File: config.mk
export PLATFORM = sky130hd
export DESIGN_NAME = memoria_sync
export DESIGN_NICKNAME = d
export VERILOG_FILES = /design/src/rtl/memoria_sync.sv
export SDC_FILE = /design/constraint.sdc
export NUM_CORES = 1
export LEC_CHECK = 0
export ABC_CLOCK_PERIOD_IN_PS = 2700
export CORE_MARGIN = 1.5
export CORE_UTILIZATION = 60
export DETAILED_ROUTE_END_ITERATION = 10
export PLACE_DENSITY = 0.86
export SETUP_SLACK_MARGIN = 0.02
export SYNTH_ARGS = -nofsm -noshare
export SYNTH_HDL_FRONTEND = slang
export SYNTH_SLANG_ARGS = --single-unit
File: constraint.sdc
create_clock -name clk -period 2.7 [get_ports clk]
set_input_delay 0.405 -clock clk [delete_from_list [all_inputs] [get_ports clk]]
set_output_delay 0.405 -clock clk [all_outputs]
set_load 0.1 [all_outputs]
File: src/rtl/memoria_sync.sv
// memoria_sync: clocked single-port data memory with a self-initialising boot sweep
module memoria_sync #(
  parameter int DATA_W     = 8,
  parameter int ADDR_W     = 4,
  parameter int DEPTH      = 16,
  parameter int INIT_COUNT = 5
) (
  input  logic              clk,
  input  logic              rst_n,
  input  logic              rd,
  input  logic              wr,
  input  logic [ADDR_W-1:0] adress,
  input  logic [DATA_W-1:0] inDataBus,
  output logic [DATA_W-1:0] outDataBus,
  output logic              valid,
  output logic              busy
);
  typedef enum logic {INIT, IDLE} state_t;
  localparam logic [ADDR_W:0]   D    = (ADDR_W+1)'(DEPTH);
  localparam logic [ADDR_W:0]   IC   = (ADDR_W+1)'(INIT_COUNT);
  localparam logic [ADDR_W-1:0] LAST = ADDR_W'(DEPTH - 1);
  localparam logic [DATA_W-1:0] ONE  = DATA_W'(1);
  state_t            state, state_nx;
  logic [ADDR_W-1:0] init_ptr, ptr_nx;
  logic [DATA_W-1:0] memory [DEPTH];
  logic [DATA_W-1:0] init_val, out_nx;
  logic              in_range, accept;
  always_comb begin
    in_range = {1'b0, adress} < D;
    init_val = ({1'b0, init_ptr} < IC) ? DATA_W'(init_ptr) + ONE : '0;
    accept   = (state == IDLE) && rd;
    ptr_nx   = (state == INIT) ? init_ptr + ADDR_W'(1) : init_ptr;
    state_nx = (state == INIT && init_ptr == LAST) ? IDLE : state;
    out_nx   = accept ? (in_range ? memory[adress] : '0) : outDataBus;
  end
  always_ff @(posedge clk or negedge rst_n) begin
    if (!rst_n) begin
      state      <= INIT;
      init_ptr   <= '0;
      outDataBus <= '0;
      valid      <= 1'b0;
      busy       <= 1'b1;
    end else begin
      state      <= state_nx;
      init_ptr   <= ptr_nx;
      outDataBus <= out_nx;
      valid      <= accept;
      busy       <= (state_nx == INIT);
    end
  end
  // array has no reset: the sweep rewrites every word after each reset
  always_ff @(posedge clk) begin
    if (state == INIT)
      memory[init_ptr] <= init_val;
    else if (wr && in_range)
      memory[adress] <= inDataBus;
  end
endmodule

# After elaboration in Yosys (flattened, before gate mapping)
# Memories as Yosys holds them, arrays and structs flattened. A register that Yosys moved wholly into a read port is not among the register bits.
# Cells that the tools add are included.
dict set report classes {
  n_mux 9
  n_reduce_logical 4
  n_eq_ne 1
  order_cmp 1
  bitwise 2
  add_sub_neg 2
}
# operator count
set op_table {}
lappend op_table {{2-to-1 mux 8 bit} 1}
lappend op_table {{OR reduction 8 bit} 1}
lappend op_table {{2-to-1 mux 1 bit} 6}
lappend op_table {{adder 4 x 1 -> 5 bit, second input constant} 1}
lappend op_table {{2-to-1 mux 5 bit} 1}
lappend op_table {{adder 4 x 1 -> 4 bit, second input constant} 1}
lappend op_table {{equality test 4 bit, second input constant} 1}
lappend op_table {{less-than comparator 4 x 3 -> 1 bit, second input constant} 1}
lappend op_table {{2-to-1 mux 4 bit} 1}
lappend op_table {{logical AND 1 bit} 2}
lappend op_table {{inverter 1 bit} 2}
lappend op_table {{logical NOT 1 bit} 1}
dict set report totals {
  regBits 7
  in_bits 16
  word_cells 24
  memories 1
  ram_bits 128
  output_inout_bits 10
}
# memory depth width rd rd_clocked_by_memory_dff wr line
set memory_table {}
lappend memory_table {memory 16 8 1 1 1 25} ;# logic [DATA_W-1:0] memory [DEPTH];

# Logic depth before layout (Yosys ltp)
# Gate-level depths: netlist of run 1.
dict set report depth {
  depth_word 5
  depth_mapped 7
  mapped_depth_nobuf 6
}

# Worst setup path before layout of run 1
# No wires, ideal clock.
dict set report synth_path {
  path_kind {register to register}
  start {reg init_ptr[0]}
  end {mem memory[0][2], data pin}
  path_buffers 1
  required_time_ns 2.359
  stages_incl_launch_ff 7
  setup_slack_ns 0.546
  setup_time_ns 0.341
  arrival_time_ns 1.814
  period_less_slack_ns 2.154
  path_cell_list {dfrtp_1 buf_2 inv_1 ha_1 nand2_1 mux2_2 o31ai_1}
}
dict set report synth_via {
  elab_chain_len 3
  word_cells_on_any_way 4
  classes_between {add/sub: 1; order compare: 1; mux: 2}
}
# item line
set synth_rtl {}
lappend synth_rtl {{from (decl)} 24} ;# logic [ADDR_W-1:0] init_ptr, ptr_nx;
lappend synth_rtl {{from (signal assigned)} 45} ;# init_ptr <= ptr_nx;
lappend synth_rtl {{adder 4 x 1 -> 5 bit or less-than comparator 4 x 3 -> 1 bit (tied branches)} 30} ;# init_val = ({1'b0, init_ptr} < IC) ? DATA_W'(init_ptr) + ONE : '0;
lappend synth_rtl {{2-to-1 mux 5 bit (*)} 30}
lappend synth_rtl {{2-to-1 mux 8 bit (no source line) (*)} --}
lappend synth_rtl {{to (decl)} 25}
# Every way passes the cells marked *; elsewhere a longest branch is shown, timed or not.

# Worst setup path after layout of run 1
dict set report layout_path {
  start {reg init_ptr[0]}
  end {mem memory[12][1], data pin}
}
# The elaborated chain is that of the path after synthesis.

==> impl_metrics.env, run 1 <==
export IMPL_setup_viol=0
export IMPL_worstSetupPathType="reg2reg"
export IMPL_p_int_uw=3880
export IMPL_hold_viol=0
export IMPL_cts_sinks=143
export IMPL_relSlewSlack_pct=40.2
export IMPL_status="complete, no violations"
export IMPL_start_util_pct=61.3
export IMPL_port_buffers=25
export IMPL_async_flop_share_pct=10.5
export IMPL_crit_path_start_kind="flip-flop"
export IMPL_dieArea_um2=10600
export IMPL_viasPerCell=6.09
export IMPL_grt_pass1_vias=3330
export IMPL_holdCritPathClass="in2async"
export IMPL_seq_area_um2=4220
export IMPL_antenna_left=0
export IMPL_final_common_cell="edfxtp_1"
export IMPL_synth_top_area_share_pct=64.4
export IMPL_p_sw_uw=1150
export IMPL_syn2layout_area_growth_pct=13.8
export IMPL_finClkSkew_ns=0.0104
export IMPL_totalPowerFinal_uw=5030
export IMPL_synth_edff_count=128
export IMPL_cts_made_buffers=17
export IMPL_coreArea_um2=9730
export IMPL_drt_pass1_iterations=6
export IMPL_yosys_area_top_type="edfxtp_1"
export IMPL_cts_root_buf="clkbuf_8"
export IMPL_fmax_ghz=0.442
export IMPL_post_drt_wl_per_cell_um=21.6
export IMPL_pwr_share_clk_pct=43.0
export IMPL_cp_required_ns=3.09
export IMPL_drive_gt1_share_pct=15.9
export IMPL_final_net_count=438
export IMPL_cts_repair_resized=0
export IMPL_ys_top_cells_by_area="edfxtp_1, mux2i_1, dfrtp_1"
export IMPL_hold_buffers=0
export IMPL_place_hpwl_um=7870
export IMPL_end_kind="flip-flop"
export IMPL_yosysWarningCount=0
export IMPL_synthFlopType="edfxtp_1"
export IMPL_p_leak_uw=0.00260
export IMPL_synth_cell_types=44
export IMPL_timing_final_crit_period_ns=2.26
export IMPL_clk_latency_ns=0.54
export IMPL_post_route_period_util_pct=83.8
export IMPL_combPwrFrac_pct=8.1
export IMPL_postCtsSetupBuffers=0
export IMPL_synth_yosys_seq_area_share_pct=70.7
export IMPL_postSynthCellCount=383
export IMPL_worstPathArrival_ns=2.65
export IMPL_n_fill_cell=626
export IMPL_setup_tns_ns=0
export IMPL_grt_max_degree=26
export IMPL_final_cell_mix="edfxtp_1, mux2i_1, nand2_1"
export IMPL_finalWirelength_um=12200
export IMPL_ios=26
export IMPL_synth_area_um2=5970
export IMPL_grt_use_total_pct=25.6
export IMPL_die_h_um=103
export IMPL_drcViolationCount=0
export IMPL_pwr_share_seq_pct=48.9
export IMPL_cellPowerDensity_nw_per_um2=741
export IMPL_ir_drop_uv=629
export IMPL_ys_ff_latch=143
export IMPL_htreeDepth=4
export IMPL_grt_first_pass_wirelength_um=18500
export IMPL_vias=3445
export IMPL_overflow=0
export IMPL_synth_fp_nets=401
export IMPL_syn_avg_cell_area_um2=15.6
export IMPL_cts_tree="done"
export IMPL_clkTransAtPathRegs_ns=0.06
export IMPL_placementRows=36
export IMPL_maxCapViolCount=0
export IMPL_drtIter0Drc=379
export IMPL_die_w_um=103
export IMPL_multi_input_area_um2=1500
export IMPL_swShare_pct=22.9
export IMPL_maxSlewViolCount=0
export IMPL_cts_buffer_depth=2
export IMPL_tightestPinTransition_ns=0.888
export IMPL_crit_fanout=9
export IMPL_insertedDiodeCount=0
export IMPL_gp_congestion=0.854
export IMPL_antenna_found_initial=0
export IMPL_rsz0062_at_grt="no"
-- power groups by stage --
stage	combinational [uW]	sequential [uW]	clock, uW
floorplan	175	2620	0
global placement	397	2500	0
detailed placement	405	2500	0
CTS	409	2460	2170
global route	428	2460	2260
finish	410	2460	2160
-- synthesized netlist by cell type (3+ instances only) --
cell	count
a21oi_1	9
a22oi_1	12
a22oi_2	3
and3_1	4
buf_12	3
buf_2	4
buf_6	12
dfrtp_1	14
edfxtp_1	128
inv_1	6
mux2i_1	62
nand2_1	39
nand3_1	16
nand4_1	9
nor2_1	21
nor2b_1	4
nor3_1	3
-- through the flow --
step           utilization, %  setup WS, ns  hold slack (ns)  instances  instance area (um^2)
2_1_floorplan               -         0.546            0.109        383                  5970
3_3_place_gp             64.1         0.297            0.471        534                  6230
3_5_place_dp             64.1         0.204            0.480        534                  6230
4_1_cts                  69.8         0.438            0.368        566                  6790
5_1_grt                  69.8         0.254            0.394        566                  6790
6_report                 69.8         0.436            0.366        566                  6790
-- path summary, 6_finish.rpt --
kind,cells past startpoint,startpoint,slack (ns),endpoint
min in group clk,2,outDataBus[3],0.49,outDataBus[3]
worst min register to register,2,outDataBus[3],0.49,outDataBus[3]
worst max-delay path,7,init_ptr[0],0.44,memory[12][1]
worst max register to register,7,init_ptr[0],0.44,memory[12][1]
worst min-delay path,1,rst_n,0.37,outDataBus[6]
max in group asynchronous,1,rst_n,1.79,init_ptr[0]
-- area by class of cell --
type | instances | area share [%]
multi-input combinational | 213 | 22.1
clock buffer | 20 | 6.41
sequential | 143 | 62.2
clock inverter | 12 | 1.75
tap | 133 | 2.45
timing repair buffer | 39 | 4.83
inverter | 6 | 0.332
-- critical path: stages, from the launching register on --
cell,delay (ns)
dfrtp_1,0.48
inv_1,0.13
ha_1,0.21
inv_1,0.05
a21oi_1,0.19
nand2_1,0.07
o21ai_0,0.70
buf_4,0.30
-- logic make-up (layout without fill, tap and decap cells) --
group           after synthesis  in the layout  share of synthesized area (%)
simple gates                105            105                           8.30
compound gates               38             38                           4.78
buf+inv                      27             77                           4.17
flops                       143            143                           70.7
xor+xnor                      3              3                          0.440
fa+ha+maj                     2              2                          0.419
mux                          65             65                           11.2
-- routing by layer --
layer | part of all wire, % | global-route usage [%]
met5 | 0 | 0
met4 | 4.1 | 13.6
met3 | 10 | 7.39
met2 | 48 | 39.0
met1 | 38 | 33.8
-- flip-flops by register name, summed over array words and instances (netlist names) --
name / flops
outDataBus: 8
memory: 128
state: 1
valid: 1
busy: 1
init_ptr: 4
Power figures use the tool's default switching activity.
==> inputs of run 2 (changes only) <==
--- a/config.mk
+++ b/config.mk
@@ -5,11 +5,11 @@
 export SDC_FILE = /design/constraint.sdc
 export NUM_CORES = 1
 export LEC_CHECK = 0
-export ABC_CLOCK_PERIOD_IN_PS = 2700
+export ABC_CLOCK_PERIOD_IN_PS = 2000
 export CORE_MARGIN = 1.5
-export CORE_UTILIZATION = 60
+export CORE_UTILIZATION = 54
 export DETAILED_ROUTE_END_ITERATION = 10
-export PLACE_DENSITY = 0.86
+export PLACE_DENSITY = 0.82
 export SETUP_SLACK_MARGIN = 0.02
 export SYNTH_ARGS = -nofsm -noshare
 export SYNTH_HDL_FRONTEND = slang
==> constraint.sdc (replaced) <==
create_clock -name clk -period 2 [get_ports clk]
set_input_delay 0.3 -clock clk [delete_from_list [all_inputs] [get_ports clk]]
set_output_delay 0.3 -clock clk [all_outputs]
set_load 0.1 [all_outputs]
==> impl_metrics.env, run 2 (synthesis results as in run 1) <==
export IMPL_status="complete, no violations"
export IMPL_finClkSkew_ns=0.00709
export IMPL_final_common_cell="edfxtp_1"
export IMPL_post_drt_wl_per_cell_um=21.5
export IMPL_drive_gt1_share_pct=20.3
export IMPL_rsz0062_at_grt="yes"
export IMPL_top_regs="memory: 128 flops, outDataBus: 8 flops, init_ptr: 4 flops"
export IMPL_regMostFlops="memory"
export IMPL_finalWirelength_um=12700
export IMPL_setup_viol=0
export IMPL_ir_drop_uv=711
export IMPL_htreeDepth=4
export IMPL_cts_root_buf="clkbuf_8"
export IMPL_worstPathArrival_ns=2.13
export IMPL_start_util_pct=55.3
export IMPL_combPwrFrac_pct=9.0
export IMPL_drt_pass1_iterations=4
export IMPL_grt_max_degree=43
export IMPL_post_route_period_util_pct=98.6
export IMPL_startpoint="init_ptr[2]"
export IMPL_maxCapViolCount=0
export IMPL_drcViolationCount=0
export IMPL_grt_first_pass_wirelength_um=19800
export IMPL_swShare_pct=24.1
export IMPL_viasPerCell=5.99
export IMPL_dieArea_um2=11700
export IMPL_clkTransAtPathRegs_ns=0.06
export IMPL_finish_utilization_pct=65.2
export IMPL_end_kind="flip-flop"
export IMPL_tightestPinTransition_ns=0.761
export IMPL_antenna_found_initial=0
export IMPL_relSlewSlack_pct=49.1
export IMPL_cellPowerDensity_nw_per_um2=967
export IMPL_coreArea_um2=10800
export IMPL_crit_fanout=8
export IMPL_fin_cells=589
export IMPL_grt_use_total_pct=24.3
export IMPL_drtIter0Drc=424
export IMPL_slowest_stage="nor2_1"
export IMPL_hold_buffers=0
export IMPL_placed_cells=557
export IMPL_port_buffers=25
export IMPL_overflow=0
export IMPL_fmax_ghz=0.507
export IMPL_cpMostUsedCell="nor2b_1"
export IMPL_crit_chain="nor2b_1 > nor2b_1 > a31oi_1 > nor2_1"
export IMPL_p_int_uw=5160
export IMPL_pwr_share_seq_pct=48.8
export IMPL_die_w_um=108
export IMPL_cts_sinks=143
export IMPL_largest_reg_flops=128
export IMPL_antenna_left=0
export IMPL_cp_required_ns=2.16
export IMPL_maxSlewViolCount=0
export IMPL_grt_pass1_vias=3551
export IMPL_totalPowerFinal_uw=6800
export IMPL_p_sw_uw=1640
export IMPL_die_h_um=108
export IMPL_ios=26
export IMPL_p_leak_uw=0.00271
export IMPL_clk_latency_ns=0.53
export IMPL_syn2layout_area_growth_pct=17.9
export IMPL_cts_buffer_depth=2
export IMPL_r2r_start="init_ptr[2]"
export IMPL_placementRows=38
export IMPL_timing_final_crit_period_ns=1.97
export IMPL_insertedDiodeCount=0
export IMPL_pwr_share_clk_pct=42.3
export IMPL_final_net_count=454
export IMPL_cts_tree="done"
export IMPL_hold_viol=0
export IMPL_gp_congestion=0.899
export IMPL_final_cell_mix="edfxtp_1, mux2i_1, nand2_1"
export IMPL_cp_slowest_stage_delay_ns=0.64
export IMPL_place_hpwl_um=8250
export IMPL_vias=3530
export IMPL_cts_made_buffers=17
export IMPL_holdCritPathClass="in2async"
export IMPL_crit_path_start_kind="flip-flop"
export IMPL_worstSetupPathType="reg2reg"
-- run 2: what timing repair did --
item / 4_1_cts / 5_1_grt
resized for setup: 0 / 3
setup endpoints to repair: 0 / 49
buffers inserted: 0 / 0
-- run 2: per-layer routing --
metal / wire length [um] / share of wire [%] / GRT usage [%] / vias up
met5: 0 / 0 / 0 / -
met4: 322 / 2.5 / 10.5 / 0
met3: 1000 / 7.9 / 6.75 / 29
met2: 6110 / 48 / 36.6 / 188
met1: 5260 / 41 / 33.3 / 1746
li1: - / - / - / 1567
-- run 2: stage by stage --
step	hold WS [ns]	cell area (um^2)	setup WS, ns	TNS (ns)
detailed placement	0.481	6480	-0.276	-20.29
CTS	0.0599	7030	0.0991	0
floorplan	0.00441	5970	0.0910	0
global route	0.0784	7030	-0.0520	-1.09
finish	0.0716	7030	0.0280	0
global placement	0.468	6480	-0.180	-12.80
-- run 2: worst max-delay path: cells and delay by family (launching register included) --
family / cells / cell delay, ns
simple gates: 3 / 1.01
compound gates: 1 / 0.11
flops: 1 / 0.47
-- run 2: power groups by stage --
stage	clock network, uW	registers, uW	logic, uW
floorplan	0	3540	238
global placement	0	3380	592
detailed placement	0	3380	604
CTS	2900	3320	608
global route	3030	3320	640
finish	2880	3320	609
-- run 2: worst paths after layout --
path / to / slack, ns / depth (start not counted)
worst max-delay path: memory[6][6] / 0.03 / 4
worst min-delay path: outDataBus[0] / 0.07 / 1
worst max register to register: memory[6][6] / 0.03 / 4
worst min register to register: outDataBus[5] / 0.49 / 2
max in group asynchronous: outDataBus[4] / 1.42 / 2
min in group clk: outDataBus[2] / 0.48 / 5
-- run 2: cell type report --
class | instances | area [um^2]
fill | 703 | 3760
clock buffer | 18 | 428
multi-input combinational | 213 | 1510
sequential | 143 | 4220
inverter | 6 | 22.5
clock inverter | 14 | 118
timing repair buffer | 55 | 561
tap | 140 | 175
==> inputs of run 3 (changes only) <==
==> constraint.sdc (replaced) <==
create_clock -name clk -period 2 [get_ports clk]
set_input_delay 0.2 -clock clk [delete_from_list [all_inputs] [get_ports clk]]
set_output_delay 0.2 -clock clk [all_outputs]
set_load 0.1 [all_outputs]
==> impl_metrics.env, run 3 (synthesis results as in run 1) <==
export IMPL_setup_viol=0
export IMPL_cts_tree="done"
export IMPL_top_regs="memory: 128 flops, outDataBus: 8 flops, init_ptr: 4 flops"
export IMPL_grt_pass1_vias=3508
export IMPL_setup_tns_ns=0
export IMPL_hold_viol=0
export IMPL_final_cell_mix="edfxtp_1, mux2i_1, buf_4"
export IMPL_port_buffers=25
export IMPL_crit_path_start_kind="flip-flop"
export IMPL_cellPowerDensity_nw_per_um2=947
export IMPL_drtIter0Drc=298
export IMPL_hold_depth=5
export IMPL_cp_required_ns=2.15
export IMPL_status="complete, no violations"
export IMPL_reg2reg_depth=4
export IMPL_drcViolationCount=0
export IMPL_ios=26
export IMPL_crit_chain="buf_4 > nor3b_1 > a31oi_1 > nor2_1"
export IMPL_coreArea_um2=10800
export IMPL_drt_pass1_iterations=5
export IMPL_maxSlewViolCount=0
export IMPL_die_h_um=108
export IMPL_r2r_end="memory[10][2]"
export IMPL_overflow=0
export IMPL_maxCapViolCount=0
export IMPL_finalWirelength_um=12800
export IMPL_cts_buffer_depth=2
export IMPL_postCtsSetupBuffers=0
export IMPL_clkTransAtPathRegs_ns=0.06
export IMPL_post_route_period_util_pct=100
export IMPL_reg2reg_slack_ns=0.0005
export IMPL_place_ws_ns=-0.201
export IMPL_final_area_um2=7000
export IMPL_grt_first_pass_wirelength_um=19700
export IMPL_largest_reg_flops=128
export IMPL_holdPathEnd="outDataBus[3]"
export IMPL_crit_fanout=10
export IMPL_p_leak_uw=0.00268
export IMPL_viasPerCell=5.83
export IMPL_place_hpwl_um=8450
export IMPL_rsz0062_at_grt="yes"
export IMPL_die_w_um=108
export IMPL_r2r_start="state"
export IMPL_hp_start="adress[1]"
export IMPL_cts_sinks=143
export IMPL_worstSetupPathType="reg2reg"
export IMPL_grt_use_total_pct=23.9
export IMPL_ir_drop_uv=578
export IMPL_seq_area_um2=4220
export IMPL_syn2layout_area_growth_pct=17.4
export IMPL_regMostFlops="memory"
export IMPL_cp_slowest_stage_delay_ns=0.63
export IMPL_timing_final_crit_period_ns=2.00
export IMPL_fin_ws_ns=0.000473
export IMPL_cts_made_buffers=17
export IMPL_antenna_found_initial=0
export IMPL_placementRows=38
export IMPL_drive_gt1_share_pct=21.8
export IMPL_multi_input_area_um2=1520
export IMPL_antenna_left=0
export IMPL_holdCritPathClass="in2reg"
export IMPL_vias=3469
export IMPL_clk_latency_ns=0.52
export IMPL_relSlewSlack_pct=51.9
export IMPL_slowest_stage="nor2_1"
export IMPL_post_drt_wl_per_cell_um=21.5
export IMPL_insertedDiodeCount=0
export IMPL_grt_max_degree=54
export IMPL_cts_root_buf="clkbuf_8"
export IMPL_worstPathArrival_ns=2.15
export IMPL_fmax_ghz=0.500
export IMPL_placed_cell_area_um2=6460
export IMPL_finClkSkew_ns=0.00871
export IMPL_start_util_pct=55.3
export IMPL_tightestPinTransition_ns=0.720
export IMPL_final_net_count=460
export IMPL_n_fill_cell=754
export IMPL_gp_congestion=0.864
export IMPL_final_common_cell="edfxtp_1"
export IMPL_end_kind="flip-flop"
export IMPL_htreeDepth=4
export IMPL_dieArea_um2=11700
-- run 3: cell types whose count changed in the layout (fill, tap and decap cells not counted), moves of 3 or more --
cell	delta
buf_4	+10
buf_12	-5
nor2_1	-5
nor2_2	+5
clkbuf_1	+3
clkinv_2	-3
clkinvlp_4	+3
-- run 3: worst max-delay path: cells and delay by family (launching register included) --
family | cells | cell delay, ns
and+or+nand+nor | 2 | 0.86
DFF | 1 | 0.41
buffers and inverters | 1 | 0.18
AOI/OAI and AO/OA | 1 | 0.17
-- run 3: final cells by class --
| cell class | count | share of cell area [%] |
|---|---|---|
| clock buffers | 20 | 6.07 |
| clock inverters | 12 | 1.30 |
| inverters | 6 | 0.322 |
| multi-input cells | 213 | 21.7 |
| flip-flops and latches | 143 | 60.3 |
| well taps | 140 | 2.50 |
| repair buffers | 61 | 7.79 |
-- run 3: worst max-delay path by stage --
stage	startpoint	end	slack (ns)
6_report	state	memory[10][2]	0.0005
5_1_grt	init_ptr[1]	memory[10][6]	-0.09
4_1_cts	state	memory[9][1]	0.04
3_5_place_dp	wr	memory[6][2]	-0.20
3_3_place_gp	wr	memory[6][2]	-0.13
2_1_floorplan	state	memory[0][3]	0.09
-- run 3: routing by layer --
metal,vias up,track usage [%],wire length [um],share of wire (%)
met2,180,35.6,5900,46
met5,-,0,0,0
met1,1688,33.6,5440,42
li1,1567,-,-,-
met3,34,6.27,1030,8.1
met4,0,10.3,429,3.4
-- run 3: metrics by stage --
| step | util, % | std cells | power [uW] | hold WS [ns] |
|---|---|---|---|---|
| after floorplan | - | 383 | 3780 | -0.0956 |
| after CTS | 64.7 | 595 | 6660 | 0.249 |
| final | 64.9 | 595 | 6630 | 0.275 |
| after global routing | 64.9 | 595 | 6810 | 0.310 |
| after detailed placement | 59.8 | 562 | 3980 | 0.394 |
| after global placement | 59.8 | 562 | 3960 | 0.389 |
-- run 3: repair_timing --
action / in CTS / in global routing
endpoints found under the hold margin: 1 / 0
gates resized for setup: 1 / 7
hold buffers: 1 / 0
setup endpoints to repair: 8 / 64
-- run 3: where the power goes --
part / switching, uW / internal (uW)
Sequential: 20.2 / 3300
Combinational: 418 / 185
Clock: 1190 / 1520
Total: 1630 / 5010
